## src/rtl/arbiter_req_queues.sv

```systemverilog
// Per-requester request FIFOs feeding a round-robin arbiter.
// Each queue raises req_vec while non-empty. The arbiter's grant pops the head of the
// granted queue, and that entry is presented on a registered dequeue port one cycle later.
module arbiter_req_queues #(
    parameter int REQUESTER_COUNT     = 4,
    parameter int LOG_REQUESTER_COUNT = 2,
    parameter int QUEUE_DEPTH         = 4,
    parameter int LOG_QUEUE_DEPTH     = 2,
    parameter int DATA_WIDTH          = 32
) (
    input  logic                                             CLK,
    input  logic                                             RST,
    input  logic [REQUESTER_COUNT-1:0]                       enq_valid_vec,
    input  logic [REQUESTER_COUNT-1:0][DATA_WIDTH-1:0]       enq_data_by_req,
    output logic [REQUESTER_COUNT-1:0]                       enq_ready_vec,
    output logic [REQUESTER_COUNT-1:0]                       req_vec,
    input  logic [REQUESTER_COUNT-1:0]                       ack_one_hot,
    input  logic [LOG_REQUESTER_COUNT-1:0]                   ack_index,
    output logic                                             deq_valid,
    output logic [DATA_WIDTH-1:0]                            deq_data,
    output logic [LOG_REQUESTER_COUNT-1:0]                   deq_req_index
);

    localparam logic [LOG_QUEUE_DEPTH:0]   FULL_COUNT = (LOG_QUEUE_DEPTH+1)'(QUEUE_DEPTH);
    localparam logic [LOG_QUEUE_DEPTH:0]   COUNT_ONE  = (LOG_QUEUE_DEPTH+1)'(1);
    localparam logic [LOG_QUEUE_DEPTH-1:0] PTR_ONE    = LOG_QUEUE_DEPTH'(1);

    logic [DATA_WIDTH-1:0]                             queue_mem [REQUESTER_COUNT][QUEUE_DEPTH];
    logic [REQUESTER_COUNT-1:0][LOG_QUEUE_DEPTH-1:0]   head_reg;
    logic [REQUESTER_COUNT-1:0][LOG_QUEUE_DEPTH-1:0]   tail_reg;
    logic [REQUESTER_COUNT-1:0][LOG_QUEUE_DEPTH:0]     count_reg;
    logic [REQUESTER_COUNT-1:0]                        push_vec;
    logic [REQUESTER_COUNT-1:0]                        pop_vec;

    // Status flags come from registered counts only. This keeps the full and non-empty
    // decisions free of combinational paths from the enqueue or grant inputs.
    // A grant pops a queue only when the one-hot bit and the index agree and the queue
    // holds data. Any other grant pattern is treated as no grant.
    generate
        for (genvar gi = 0; gi < REQUESTER_COUNT; gi++) begin : g_queue_flags
            assign enq_ready_vec[gi] = (count_reg[gi] != FULL_COUNT);
            assign req_vec[gi]       = (count_reg[gi] != '0);
            assign push_vec[gi]      = enq_valid_vec[gi] & enq_ready_vec[gi];
            assign pop_vec[gi]       = ack_one_hot[gi] & req_vec[gi]
                                       & (ack_index == LOG_REQUESTER_COUNT'(gi));
        end
    endgenerate

    // Pointer and occupancy bookkeeping for every queue.
    // A push and a pop in the same cycle move both pointers and leave the count unchanged.
    always_ff @(posedge CLK or posedge RST) begin
        if (RST) begin
            head_reg  <= '0;
            tail_reg  <= '0;
            count_reg <= '0;
        end else begin
            for (int i = 0; i < REQUESTER_COUNT; i++) begin
                if (push_vec[i]) tail_reg[i] <= tail_reg[i] + PTR_ONE;
                if (pop_vec[i])  head_reg[i] <= head_reg[i] + PTR_ONE;
                case ({push_vec[i], pop_vec[i]})
                    2'b10:   count_reg[i] <= count_reg[i] + COUNT_ONE;
                    2'b01:   count_reg[i] <= count_reg[i] - COUNT_ONE;
                    default: count_reg[i] <= count_reg[i];
                endcase
            end
        end
    end

    // Payload storage. It has no reset: entries are only meaningful between tail and head.
    always_ff @(posedge CLK) begin
        for (int i = 0; i < REQUESTER_COUNT; i++) begin
            if (push_vec[i]) queue_mem[i][tail_reg[i]] <= enq_data_by_req[i];
        end
    end

    // Registered dequeue port. It captures the popped head and its source.
    // When nothing is popped, the last payload and index are held.
    always_ff @(posedge CLK or posedge RST) begin
        if (RST) begin
            deq_valid     <= 1'b0;
            deq_data      <= '0;
            deq_req_index <= '0;
        end else begin
            deq_valid <= |pop_vec;
            if (|pop_vec) begin
                deq_data      <= queue_mem[ack_index][head_reg[ack_index]];
                deq_req_index <= ack_index;
            end
        end
    end

endmodule

```

## config.mk

```make
export PLATFORM = sky130hd
export DESIGN_NAME = arbiter_req_queues
export DESIGN_NICKNAME = d
export VERILOG_FILES = /design/src/rtl/arbiter_req_queues.sv
export SDC_FILE = /design/constraint.sdc
export NUM_CORES = 1
export LEC_CHECK = 0
export CORE_MARGIN = 5
export CORE_UTILIZATION = 50
export CTS_CLUSTER_DIAMETER = 30
export DETAILED_ROUTE_END_ITERATION = 10
export GPL_ROUTABILITY_DRIVEN = 0
export PLACE_DENSITY_LB_ADDON = 0.3
export SLEW_MARGIN = 20
export SYNTH_ARGS = -nofsm -noshare
export SYNTH_HDL_FRONTEND = slang
export SYNTH_SLANG_ARGS = --single-unit
```

## constraint.sdc

```tcl
create_clock -name CLK -period 2.95 [get_ports CLK]
set_clock_uncertainty 0.15 [all_clocks]
set_input_delay 0.885 -clock CLK [delete_from_list [all_inputs] [get_ports CLK]]
set_output_delay 0.885 -clock CLK [all_outputs]
set_load 0.005 [all_outputs]
```

# --- Word level (Yosys, flattened, before mapping) ---
# Memory sizes are Yosys's and may differ from the RTL's.
# Index checks and enable logic that the tools add are counted.
op_classes:
  reduce_logical: 14
  eq_ne: 15
  bitwise_logic: 17
  addsub: 16
  n_mux: 25
  n_lt_le_gt_ge: 10
ops:
  columns: ["cell", "n"]
  rows:
  - ["$mux 128", 4]
  - ["$demux 32 s2", 4]
  - ["$mux 32", 6]
  - ["$bmux 32 s2", 1]
  - ["$pmux 3 s2", 4]
  - ["$add 2x1->2 const B", 8]
  - ["$ge 3x3->1 const B", 5]
  - ["$not 2->3", 5]
  - ["$add 3x1->3 const B", 4]
  - ["$and 1x1->1", 12]
  - ["$eq 2x2->1 const B", 6]
  - ["$lt 3x1->1 const B", 4]
  - ["$ne 3x3->1 const B", 4]
  - ["$reduce_bool 3->1", 4]
  - ["$sub 3x1->3 const B", 4]
  - ["$eq 2x1->1 const B", 5]
  - ["$reduce_bool 2->1", 4]
  - ["$bmux 2 s2", 1]
  - ["$logic_and 1x1->1", 4]
  - ["$mux 1", 4]
  - ["$reduce_or 4->1", 1]
  - ["$lt 2x3->1 const B", 1]
  - ["$logic_not 2->1", 1]
  - ["$mux 2", 1]
word_totals:
  inputBits: 140
  word_cells: 113
  regBits: 63
  output_inout_bits: 43
  ram_bits: 512
  memories: 1
memory_table:
  columns: ["memory", "words", "word_bits", "read_ports", "rd_ports_with_merged_regs", "write_ports", "line_no", "source"]
  rows:
  - ["queue_mem", 4, 128, 1, 0, 4, "28", "logic [DATA_WIDTH-1:0] queue_mem [REQUESTER_COUNT][QUEUE_DEPTH];"]

# --- Longest topological paths before layout ---
# Gate-level depths: netlist of run 1.
logic_depth:
  ltp_word: 6
  ltp_mapped: 10
  ltp_nobuf: 10

# --- Worst setup path before layout of run 1 ---
# No wires, ideal clock.
synth_timing:
  path_type: "input-to-reg"
  from: "in ack_index[0]"
  to: "reg deq_data[0]"
  t_arrival_ps: 2647
  t_required_ps: 2675
  path_buffers: 3
  cell_stages: 7
  setup_ps: 125
  setup_slack_ps: 28
  cell_sequence: "buf_2 -> buf_2 -> buf_2 -> mux4_2 -> mux2i_1 -> mux2i_1 -> mux2_4"
synth_between:
  elab_chain_len: 6
  elab_cells_between_ends: 16
  cone_classes: "eq/ne (3); mux (5); bitwise (5); reduce/logical (2); memory (1)"
synth_rtl:
  columns: ["item", "line_no", "source"]
  rows:
  - ["start, declared", "18", "input logic [LOG_REQUESTER_COUNT-1:0] ack_index,"]
  - ["$bmux 2 s2", "86", "deq_data <= queue_mem[ack_index][head_reg[ack_index]];"]
  - ["$mux 2 (implied by the code)", "86", null]
  - ["$not 2->3 (implied by the code)", "86", null]
  - ["$bmux 32 s2", "86", null]
  - ["$mux 32 (implied by the code) (2 in a row)", "86", null]
  - ["end signal, assigned", "86", null]
  - ["end, declared", "20", "output logic [DATA_WIDTH-1:0] deq_data,"]
# Several ways; a longest one is shown, not always the timed one. The select of a mux whose other input is x is not followed.
# A chain may end at the register's enable or synchronous reset.

# --- Worst setup path after layout of run 1 ---
layout_timing:
  from: "reg count_reg[0] in the netlist's numbering"
  to: "out req_vec[0]"
layout_between:
  elab_chain_len: 1
layout_rtl:
  columns: ["item", "line_no", "source"]
  rows:
  - ["start, declared", "31", "logic [REQUESTER_COUNT-1:0][LOG_QUEUE_DEPTH:0] count_reg;"]
  - ["start signal, assigned by index", "61", "2'b10: count_reg[i] <= count_reg[i] + COUNT_ONE;"]
  - ["start signal, assigned by index", "62", "2'b01: count_reg[i] <= count_reg[i] - COUNT_ONE;"]
  - ["start signal, assigned by index", "63", "default: count_reg[i] <= count_reg[i];"]
  - ["$reduce_bool 3->1", "42", "assign req_vec[gi] = (count_reg[gi] != '0);"]
  - ["end, declared", "16", "output logic [REQUESTER_COUNT-1:0] req_vec,"]
# No other way between the ends.

==> metrics.md, run 1 <==
| Metric | Value |
|---|---|
| RSZ-0062 raised after global routing | no |
| Number of flops mapped to enable cells by yosys | 512 |
| CP max-delay cell | clkdlybuf4s50_1 |
| H-tree depth | 3 |
| Crit-path max FO | 3 |
| Share of cells above drive strength 1 | between 30% and 40% |
| Final HPWL DP | 31150 um |
| Net Count, Synth | 1171 |
| Final-layout fill cell count | roughly 2800 |
| Routed vias/inst | around 5.7 |
| Setup TNS | 0 ns |
| Initial antenna violation count | 6 |
| Drt total wl | 55830 um |
| Final ANT Viol Nets | 0 |
| DRT iter0 DRCs | 1039 |
| CP required | 1.92 ns |
| Count of final max-slew check failures | 0 |
| Power Density | 1014 mW/mm^2 |
| Cell total after placement | 1777 |
| Leak | 10.45 nW |
| Syn Area/Cell | roughly 22 um^2 |
| Grt ovf | 0 |
| Part of the Yosys area used for sequential elements | 75.10% |
| Die height | 222.5 um |
| Status | complete, no violations |
| Slew @ Worst Pin | 0.5168 ns |
| CTS clk-pin slew, worst paths | 0.05 ns |
| CP Data Arrival Time | around 1.9 ns |
| 1st-pass router iterations | 4 |
| Post-synth ARST share | 10.96% |
| Slowest stage delay, CP | 0.45 ns |
| Critical Path Start Type | register |
| Worst-path cell chain | or3_4 > clkdlybuf4s50_1 |
| Clock buffer depth | 3 |
| Fin. Hold Viols | 0 |
| Min Tclk post-route | a little under 3 ns |
| Yosys reg bits | 575 |
| Kind of critical path | register to output pin |
| CTS tree | built |
| Initial Util | 50.82% |
| Final setup viols | 0 |
| Clock Latency Late Sink | about 0.62 ns |
| P&R area growth vs syn | 29.66% |
| First-pass GRT wire length | 82260 um |
| Worst setup EP type | output pin |
| VDD IR max | 827.6 uV |
| Reg-to-reg startpoint | count_reg[6] |
| Vias | 11190 |
| Die width | approximately 220 um |
| Max-Cap Viols | 0 |
| Slew HR | 65.51% |
| F_max | between 0.3 and 0.4 GHz |
| Layout Utilization | 65.90% |
| # IOs | 183 |
| Synth unique cells | 26 |
| Port Buf Inserts | between 150 and 200 |
| Yosys warnings | 0 |
| Fin crit share | between 90% and 100% |
| FP Rows | 77 |
| Core area | 0.04441 mm^2 |
| CP Launch Point | count_reg[0] |
| Hold Crit Class | register to register |
| Area of the die | 0.04949 mm^2 |
| Drt drc | 0 |
| Buf/Inv on CP | 1 |
| Hold Path Origin | head_reg[1] |
| WL/cell | 28.24 um |
| Mapped Area | 0.02257 mm^2 |
| Vias in the first global route | roughly 12000 |
| Total GRT Usage | 22.68% |
| Nets | 1455 |
| Largest net degree at the start of global routing | 69 |
| Main synth FF type | edfxtp_1 |
| CTS buffer count | 103 |
| Seq. cell area | 0.01695 mm^2 |
| Final Non-Filler Cells | 1977 |
| Max reg flops | a little over 500 |
| Hold slack final | ~0.32 ns |
| Cells after synthesis | about 1000 |
| Footprint of the multi-input gates | 0.005308 mm^2 |
| Top Family by Delay on Critical Path | buffers and inverters |
| Clock sink total | ~580 |
| Clock Tree Root | clkbuf_16 |
[per-stage QoR]
stage / total power (W) / area [um^2] / setup slack (ns)
finish: 0.02968 / 29270 / 0.05362
global route: 0.03079 / 29260 / 0.005430
CTS: 0.02994 / 29250 / 0.02220
detailed placement: 0.01783 / 25650 / -0.07816
global placement: 0.01762 / 25650 / -0.07744
floorplan: 0.01486 / 22570 / 0.02785
[synthesized netlist by cell type (4+ instances only)]
cell | instances | share of area, %
nand2_1 | 4 | 0.066
mux2_2 | 9 | 0.45
buf_2 | 26 | 0.58
buf_6 | 5 | 0.25
inv_1 | 26 | 0.43
mux2_4 | 28 | 1.9
xnor2_1 | 12 | 0.47
nor2_1 | 5 | 0.083
xor2_1 | 12 | 0.47
and2_1 | 4 | 0.11
nand3_1 | 4 | 0.089
dfrtp_1 | 63 | 7.0
clkbuf_1 | 15 | 0.25
edfxtp_1 | 512 | 68
mux4_2 | 130 | 13
fa_1 | 4 | 0.35
ha_1 | 20 | 1.1
mux2i_1 | 100 | 4.4
and3_1 | 17 | 0.47
[placed cells by master (no fill, tap or decap), drive strengths merged, types with 5 or more instances in the layout]
cell type	count
mux2i	100
and3	17
dfrtp	63
mux2	37
xnor2	12
clkinv	25
bufinv	12
xor2	12
clkdlybuf4s50	179
inv	51
buf	46
edfxtp	512
ha	20
clkbuf	120
mux4	130
clkinvlp	14
nor2	5
[cell families (layout without fill, tap and decap cells)]
| kind of cell | after synthesis | count (layout) | share of synthesized area (%) |
|---|---|---|---|
| AOI/OAI and AO/OA | 1 | 1 | 0.03881 |
| and+or+nand+nor | 42 | 42 | 1.208 |
| adders and majority gates | 24 | 24 | 1.463 |
| buffers and inverters | 74 | 448 | 1.541 |
| DFF | 575 | 575 | 75.10 |
| other | 0 | 4 | 0 |
| muxes | 267 | 267 | 19.72 |
| xor gates and xnor gates | 24 | 24 | 0.9313 |
[routing by layer]
| metal | routed length, um | global-route usage (%) |
|---|---|---|
| met4 | 1245 | 7.372 |
| met2 | 29320 | 39.45 |
| met3 | 3979 | 4.672 |
| met5 | 21 | 0 |
| met1 | 21260 | 28.90 |
[final timing paths]
path                           endpoint  depth (start not counted)  slack, ns
max in group asynchronous  deq_data[11]                          3       1.52
min in group asynchronous  deq_data[27]                          2       0.46
min                         head_reg[1]                          1       0.32
max reg2reg                deq_data[27]                          6       0.41
min reg2reg                 head_reg[1]                          1       0.32
max                          req_vec[0]                          2       0.05
[report_power, final]
part	switching, W	total (W)	leakage [nW]	internal, W
combinational	0.00313	0.00604	3.29	0.00290
clock	0.00422	0.0120	1.73	0.00779
sequential	0.000710	0.0116	5.43	0.0109
[layout make-up]
type / count / share of cell area, %
diodes: 4 / 0.03420
clock buffers: 119 / 9.294
clock inverters: 76 / 2.988
inverters: 26 / 0.3377
multi-input cells: 358 / 18.14
flip-flops and latches: 575 / 57.92
well taps: 592 / 2.531
repair buffers: 227 / 8.760
[repair_timing]
| action | CTS | global route |
|---|---|---|
| gates resized for setup | 2 | 1 |
| buffers inserted | 1 | 0 |
| endpoints found under the setup margin | 2 | 1 |
| hold endpoints to repair | 0 | 0 |
| hold buffers | 0 | 0 |
No activity file was read; power rests on OpenSTA's default activity.
==> run 2: changes to the inputs <==
==> constraint.sdc (replaced) <==
create_clock -name CLK -period 2.95 [get_ports CLK]
set_clock_uncertainty 0.15 [all_clocks]
set_input_delay 0.295 -clock CLK [delete_from_list [all_inputs] [get_ports CLK]]
set_output_delay 0.295 -clock CLK [all_outputs]
set_load 0.005 [all_outputs]
==> run 2 against run 1 <==
Via count hardly changed. Combinational power is 2% lower. Utilization is 0.58 points lower. Register-to-register slack better by 0.096 ns. Clock power hardly changed. Design area is 0.88% lower. Global-route usage is 0.46 points lower. Sequential share of layout area is 0.51 points higher. Critical path depth is 3 higher. Flip-flop and latch count stayed put. Critical path type is now register to register.
==> metrics.md, run 2 (synthesis gave the netlist of run 1 again) <==
| Metric | Value |
|---|---|
| Initial Util | 50.82% (unchanged) |
| Hold-fix buffers, CTS | 1 (was 0) |
| H-tree depth | 3 (unchanged) |
| WL/cell | 27.73 um (was 28.24 um) |
| Final HPWL DP | 30520 um (was 31150 um) |
| DRT iter0 DRCs | 976 (was 1039) |
| Top Family by Delay on Critical Path | simple AND/OR/NAND/NOR gates (was buffers and inverters) |
| Share of cells above drive strength 1 | 29.48% (was 30.56%) |
| Clock sink total | 575 (unchanged) |
| Nets | 1441 (was 1455) |
| Drt drc | 0 (unchanged) |
| Routed vias/inst | 5.704 (was 5.659) |
| Final ANT Viol Nets | 0 (unchanged) |
| Port Buf Inserts | 182 (unchanged) |
| Area of the die | 0.04949 mm^2 (unchanged) |
| Status | complete, no violations (unchanged) |
| Reg-to-reg slack, setup | 0.51 ns (was 0.41 ns) |
| CP max-delay cell | dfrtp_1 (was clkdlybuf4s50_1) |
| Slew HR | 61.25% (was 65.51%) |
| Clock buffer depth | 3 (unchanged) |
| Slew @ Worst Pin | 0.5812 ns (was 0.5168 ns) |
| P&R area growth vs syn | 28.53% (was 29.66%) |
| Design Power | 0.02934 W (was 0.02968 W) |
| Setup TNS | 0 ns (unchanged) |
| Footprint of the multi-input gates | 0.005298 mm^2 (was 0.005308 mm^2) |
| Critical Path Start Type | register (unchanged) |
| Count of final max-slew check failures | 0 (unchanged) |
| CP Data Arrival Time | 2.81 ns (was 1.86 ns) |
| Post-CTS setup repair buffer count | 0 (was 1) |
| Vias | 11190 (about the same) |
| Max-Cap Viols | 0 (unchanged) |
| Largest net degree at the start of global routing | 59 (was 69) |
| Worst setup EP type | register (was output pin) |
| Min Tclk post-route | 2.444 ns (was 2.896 ns) |
| Core area | 0.04441 mm^2 (unchanged) |
| Drt total wl | 54410 um (was 55830 um) |
| Die width | 222.5 um (unchanged) |
| 1st-pass router iterations | 5 (was 4) |
| CTS clk-pin slew, worst paths | 0.06 ns (was 0.05 ns) |
| Buf/Inv on CP | 1 (unchanged) |
| Worst-path cell chain | or3_4 > and4b_1 > nor4_4 > buf_12 > mux2_2 (was or3_4 > clkdlybuf4s50_1) |
| Total GRT Usage | 22.21% (was 22.68%) |
| F_max | 0.4092 GHz (was 0.3453 GHz) |
| Leak | 10.34 nW (was 10.45 nW) |
| Layout Utilization | 65.32% (was 65.90%) |
| Clock Latency Late Sink | 0.63 ns (was 0.62 ns) |
| Slowest stage delay, CP | 0.40 ns (was 0.45 ns) |
| Power Density | 1011 mW/mm^2 (was 1014 mW/mm^2) |
| Clock Tree Root | clkbuf_16 (unchanged) |
| Kind of critical path | register to register (was register to output pin) |
| First-pass GRT wire length | 80530 um (was 82260 um) |
| Max reg flops | 512 (unchanged) |
| Most frequent cells in the layout | 512 x edfxtp_1, 180 x clkdlybuf4s50_1, 128 x mux4_2 (was 512 x edfxtp_1, 179 x clkdlybuf4s50_1, 128 x mux4_2) |
| Post-cts gate resize count | 0 (was 2) |
| Final-layout fill cell count | 2892 (was 2840) |
| RSZ-0062 raised after global routing | no (unchanged) |
| VDD IR max | 520.0 uV (was 827.6 uV) |
| Seq. cell area | 0.01695 mm^2 (unchanged) |
| FP Rows | 77 (unchanged) |
| Crit-path max FO | 35 (was 3) |
| Post-route cell area | 0.02901 mm^2 (was 0.02927 mm^2) |
| CTS tree | built (unchanged) |
| Vias in the first global route | 12250 (was 12420) |
| # IOs | 183 (unchanged) |
| Hold slack final | 0.03620 ns (was 0.3221 ns) |
| Commonest non-fill, non-tap cell in the layout | edfxtp_1 (unchanged) |
| CP required | 3.31 ns (was 1.92 ns) |
| CTS buffer count | 103 (unchanged) |
| Hold Crit Class | input port to register (was register to register) |
| Fin crit share | 82.84% (was 98.18%) |
| Final setup viols | 0 (unchanged) |
| Initial antenna violation count | 3 (was 6) |
| Grt ovf | 0 (unchanged) |
| Placed Area | 0.02543 mm^2 (was 0.02565 mm^2) |
| Fin. Hold Viols | 0 (unchanged) |
| Die height | 222.5 um (unchanged) |
==> run 2: changes by cell type in the layout (fill, tap and decap cells not counted), sizes merged <==
cell | previous run | this run
clkbuf | 120 | 109
bufinv | 12 | 9
diode | 4 | 3
clkinvlp | 14 | 9
dlygate4sd3 | 0 | 1
buf | 46 | 31
dlygate4sd2 | 1 | 0
inv | 51 | 57
clkinv | 25 | 38
clkdlybuf4s50 | 179 | 180
==> run 2: final cells by class <==
cell class	count	area share, %
Sequential cell	575	58.43
Multi-Input combinational cell	358	18.26
Timing Repair Buffer	213	8.100
Inverter	26	0.3407
Tap cell	592	2.553
Clock inverter	87	3.338
Antenna cell	3	0.02588
Clock buffer	108	8.949
==> run 2: metrics by stage <==
step / cells / worst slack, ns
finish: 1962 / 0.5063
global route: 1961 / 0.4127
CTS: 1959 / 0.4981
detailed placement: 1763 / 0.4911
global placement: 1763 / 0.5084
floorplan: 1007 / 0.5541
==> run 2: per-layer routing <==
metal	up-vias	routed length, um	global-route usage [%]
met5	-	13	0
met4	2	1076	6.640
met3	85	4347	4.025
met2	525	27940	37.75
met1	5859	21030	29.78
li1	4720	-	-
==> run 2: worst paths after layout <==
kind                               from           end  cells past startpoint
min in group asynchronous           RST   tail_reg[1]                      4
max in group asynchronous           RST  deq_data[18]                      4
max                        count_reg[6]  deq_data[29]                      5
min                        ack_index[0]   head_reg[6]                      3
max reg2reg                count_reg[6]  deq_data[29]                      5
min reg2reg                 head_reg[5]   head_reg[5]                      1
==> run 2: worst register-to-register path: cells and delay by family (launching register included) <==
family	cells	cell delay [ns]
and+or+nand+nor	3	1.01
DFF	1	0.40
muxes	1	0.40
buffers and inverters	1	0.36
==> run 2: report_power, final <==
group          switching [W]  total (W)  internal (W)
clock                0.00441     0.0118       0.00741
combinational        0.00310    0.00591       0.00282
sequential          0.000683     0.0116        0.0109
==> run 3: changes to the inputs <==
==> constraint.sdc (replaced) <==
create_clock -name CLK -period 2.35 [get_ports CLK]
set_clock_uncertainty 0.15 [all_clocks]
set_input_delay 0.235 -clock CLK [delete_from_list [all_inputs] [get_ports CLK]]
set_output_delay 0.235 -clock CLK [all_outputs]
set_load 0.005 [all_outputs]
==> run 3 against run 2 <==
Register-to-register slack worse by 0.48 ns. Non-clock buffer count up 31. Clock-buffer cell count up 9. Utilization up 1.3 points. Flip-flop and latch count unchanged. Design area up 1.9%. Largest cell class unchanged. Largest power group unchanged.
==> metrics.md, run 3 (synthesis gave the netlist of run 1 again) <==
| Metric | Value |
|---|---|
| Status | complete, no violations (unchanged) |
| Footprint of the multi-input gates | 0.005331 mm^2 (was 0.005298 mm^2) |
| Buf/Inv on CP | 2 (was 1) |
| R2R depth | 6 (was 5) |
| Slew HR | 70.24% (was 61.25%) |
| Drt drc | 0 (unchanged) |
| Clock sink total | 575 (unchanged) |
| Fin crit share | 98.83% (was 82.84%) |
| Final HPWL DP | 31000 um (was 30520 um) |
| Vias in the first global route | 12360 (was 12250) |
| CTS tree | built (unchanged) |
| Die height | 222.5 um (unchanged) |
| Kind of critical path | register to register (unchanged) |
| Hold Crit Class | input port to register (unchanged) |
| Vias | 11400 (was 11190) |
| Nets | 1473 (was 1441) |
| First-pass GRT wire length | 81250 um (was 80530 um) |
| Max-Cap Viols | 0 (unchanged) |
| Final-layout fill cell count | 2865 (was 2892) |
| VDD IR max | 762.4 uV (was 520.0 uV) |
| F_max | 0.4306 GHz (was 0.4092 GHz) |
| Grt ovf | 0 (unchanged) |
| Cell total after placement | 1784 (was 1763) |
| Setup slack after layout | 0.02746 ns (was 0.5063 ns) |
| Total GRT Usage | 22.42% (was 22.21%) |
| WP depth | 6 (was 5) |
| Initial Util | 50.82% (unchanged) |
| Drt total wl | 55500 um (was 54410 um) |
| Design Power | 0.03761 W (was 0.02934 W) |
| Final setup viols | 0 (unchanged) |
| Clock Tree Root | clkbuf_16 (unchanged) |
| Min Tclk post-route | 2.323 ns (was 2.444 ns) |
| Post-route cell area | 0.02957 mm^2 (was 0.02901 mm^2) |
| Crit-path max FO | 6 (was 35) |
| Core area | 0.04441 mm^2 (unchanged) |
| # IOs | 183 (unchanged) |
| Seq. cell area | 0.01695 mm^2 (unchanged) |
| Max reg flops | 512 (unchanged) |
| CTS clk-pin slew, worst paths | 0.06 ns (about the same) |
| Commonest non-fill, non-tap cell in the layout | edfxtp_1 (unchanged) |
| Power Density | 1272 mW/mm^2 (was 1011 mW/mm^2) |
| CP max-delay cell | dfrtp_1 (unchanged) |
| RSZ-0062 raised after global routing | yes (was no) |
| CP required | 2.71 ns (was 3.31 ns) |
| Count of final max-slew check failures | 0 (unchanged) |
| Hold Path Depth | 1 (was 3) |
| Final ANT Viol Nets | 0 (unchanged) |
| FP Rows | 77 (unchanged) |
| Routed vias/inst | 5.715 (was 5.704) |
| Comb power frac | 20.9% (was 20.2%) |
| Top Family by Delay on Critical Path | simple AND/OR/NAND/NOR gates (unchanged) |
| 1st-pass router iterations | 7 (was 5) |
| Area of the die | 0.04949 mm^2 (unchanged) |
| WL/cell | 27.82 um (was 27.73 um) |
| CTS buffer count | 104 (was 103) |
| Die width | 222.5 um (unchanged) |
| Worst setup EP type | register (unchanged) |
| Largest net degree at the start of global routing | 47 (was 59) |
| Hold slack final | 0.09231 ns (was 0.03620 ns) |
| Final Non-Filler Cells | 1995 (was 1962) |
| Critical Path Start Type | register (unchanged) |
| Clock Latency Late Sink | 0.63 ns (about the same) |
| Part of the power in registers | 38.7% (was 39.5%) |
| Worst-path cell chain | or3_4 > and4b_2 > nor4_4 > buf_6 > clkbuf_16 > mux2_4 (was or3_4 > and4b_1 > nor4_4 > buf_12 > mux2_2) |
| Slew @ Worst Pin | 0.4463 ns (was 0.5812 ns) |
| Fin. Hold Viols | 0 (unchanged) |
| Initial antenna violation count | 3 (unchanged) |
| Clock power share | 40.4% (was 40.3%) |
| H-tree depth | 3 (unchanged) |
| Share of cells above drive strength 1 | 31.33% (was 29.48%) |
| Most frequent cells in the layout | 512 x edfxtp_1, 180 x clkdlybuf4s50_1, 128 x mux4_2 (unchanged) |
| DRT iter0 DRCs | 1134 (was 976) |
| Pint | 0.02745 W (was 0.02115 W) |
| Clock buffer depth | 3 (unchanged) |
| Placed Area | 0.02572 mm^2 (was 0.02543 mm^2) |
| Leak | 10.60 nW (was 10.34 nW) |
| Sw frac | 27.01% (was 27.92%) |
| CP Data Arrival Time | 2.68 ns (was 2.81 ns) |
| Port Buf Inserts | 182 (unchanged) |
| Slowest stage delay, CP | 0.39 ns (was 0.40 ns) |
| Post-Place Worst Slack | -0.08625 ns (was 0.4911 ns) |
| P&R area growth vs syn | 31.01% (was 28.53%) |
| P_sw | 0.01016 W (was 0.008193 W) |
==> run 3: cell types whose count changed in the layout (fill, tap and decap cells not counted), moves of 4 or more <==
cell        previous run  this run
inv_8                 12         4
clkinv_4              13         9
buf_12                23        33
mux2_2                 9         4
mux2_4                28        33
clkinvlp_4             9        15
buf_4                  7        19
bufinv_16              9        14
clkbuf_1               5        10
==> run 3: timing repair <==
action | in CTS | in global routing
pin swaps | 2 | 3
buffers inserted | 2 | 2
cloned | 2 | 1
endpoints found under the hold margin | 12 | 0
hold buffers | 4 | 0
endpoints found under the setup margin | 27 | 32
gates resized for setup | 5 | 14
==> run 3: power by group through the flow <==
stage	clock network, W	registers, W	logic [W]
2_1_floorplan	0	0.0145	0.00420
3_3_place_gp	0	0.0146	0.00758
3_5_place_dp	0	0.0147	0.00771
4_1_cts	0.0154	0.0145	0.00786
5_1_grt	0.0160	0.0147	0.00834
6_report	0.0152	0.0145	0.00786
==> run 3: per-stage QoR <==
| step | TNS, ns | utilization, % |
|---|---|---|
| 3_3_place_gp | -0.2998 | 57.92 |
| 4_1_cts | 0 | 66.40 |
| 5_1_grt | -0.1209 | 66.57 |
| 6_report | 0 | 66.58 |
| 3_5_place_dp | -1.211 | 57.92 |
| 2_1_floorplan | -0.9011 | - |
==> run 3: layout make-up <==
type | count | area share (%)
inverter | 26 | 0.3343
multi-input combinational | 358 | 18.03
clock inverter | 81 | 3.211
sequential | 575 | 57.32
timing repair buffer | 244 | 9.474
clock buffer | 117 | 9.106
antenna | 2 | 0.01692
tap | 592 | 2.505
==> run 3: path summary, 6_finish.rpt <==
check                      slack (ns)          endpoint           startpoint
hold reg to reg                  0.32       head_reg[5]          head_reg[5]
setup / recovery                 0.03      deq_data[13]         count_reg[3]
hold / removal                   0.09  queue_mem[2][81]  enq_data_by_req[81]
setup reg to reg                 0.03      deq_data[13]         count_reg[3]
max in group asynchronous        1.09       deq_data[5]                  RST
min in group asynchronous        0.29      deq_data[27]                  RST
==> run 3: metal layers <==
layer / GRT usage [%] / up-vias / share of wire, %
li1: - / 4795 / -
met4: 6.067 / 4 / 1.7
met2: 38.23 / 557 / 51
met1: 29.57 / 5977 / 39
met5: 0 / - / 0.041
met3: 5.042 / 68 / 7.7
==> run 3: worst register-to-register path, delay by kind of cell, from the launching register on <==
family        cells  cell delay (ns)
buf+inv           2             0.46
mux               1             0.31
flops             1             0.39
simple gates      3             0.91
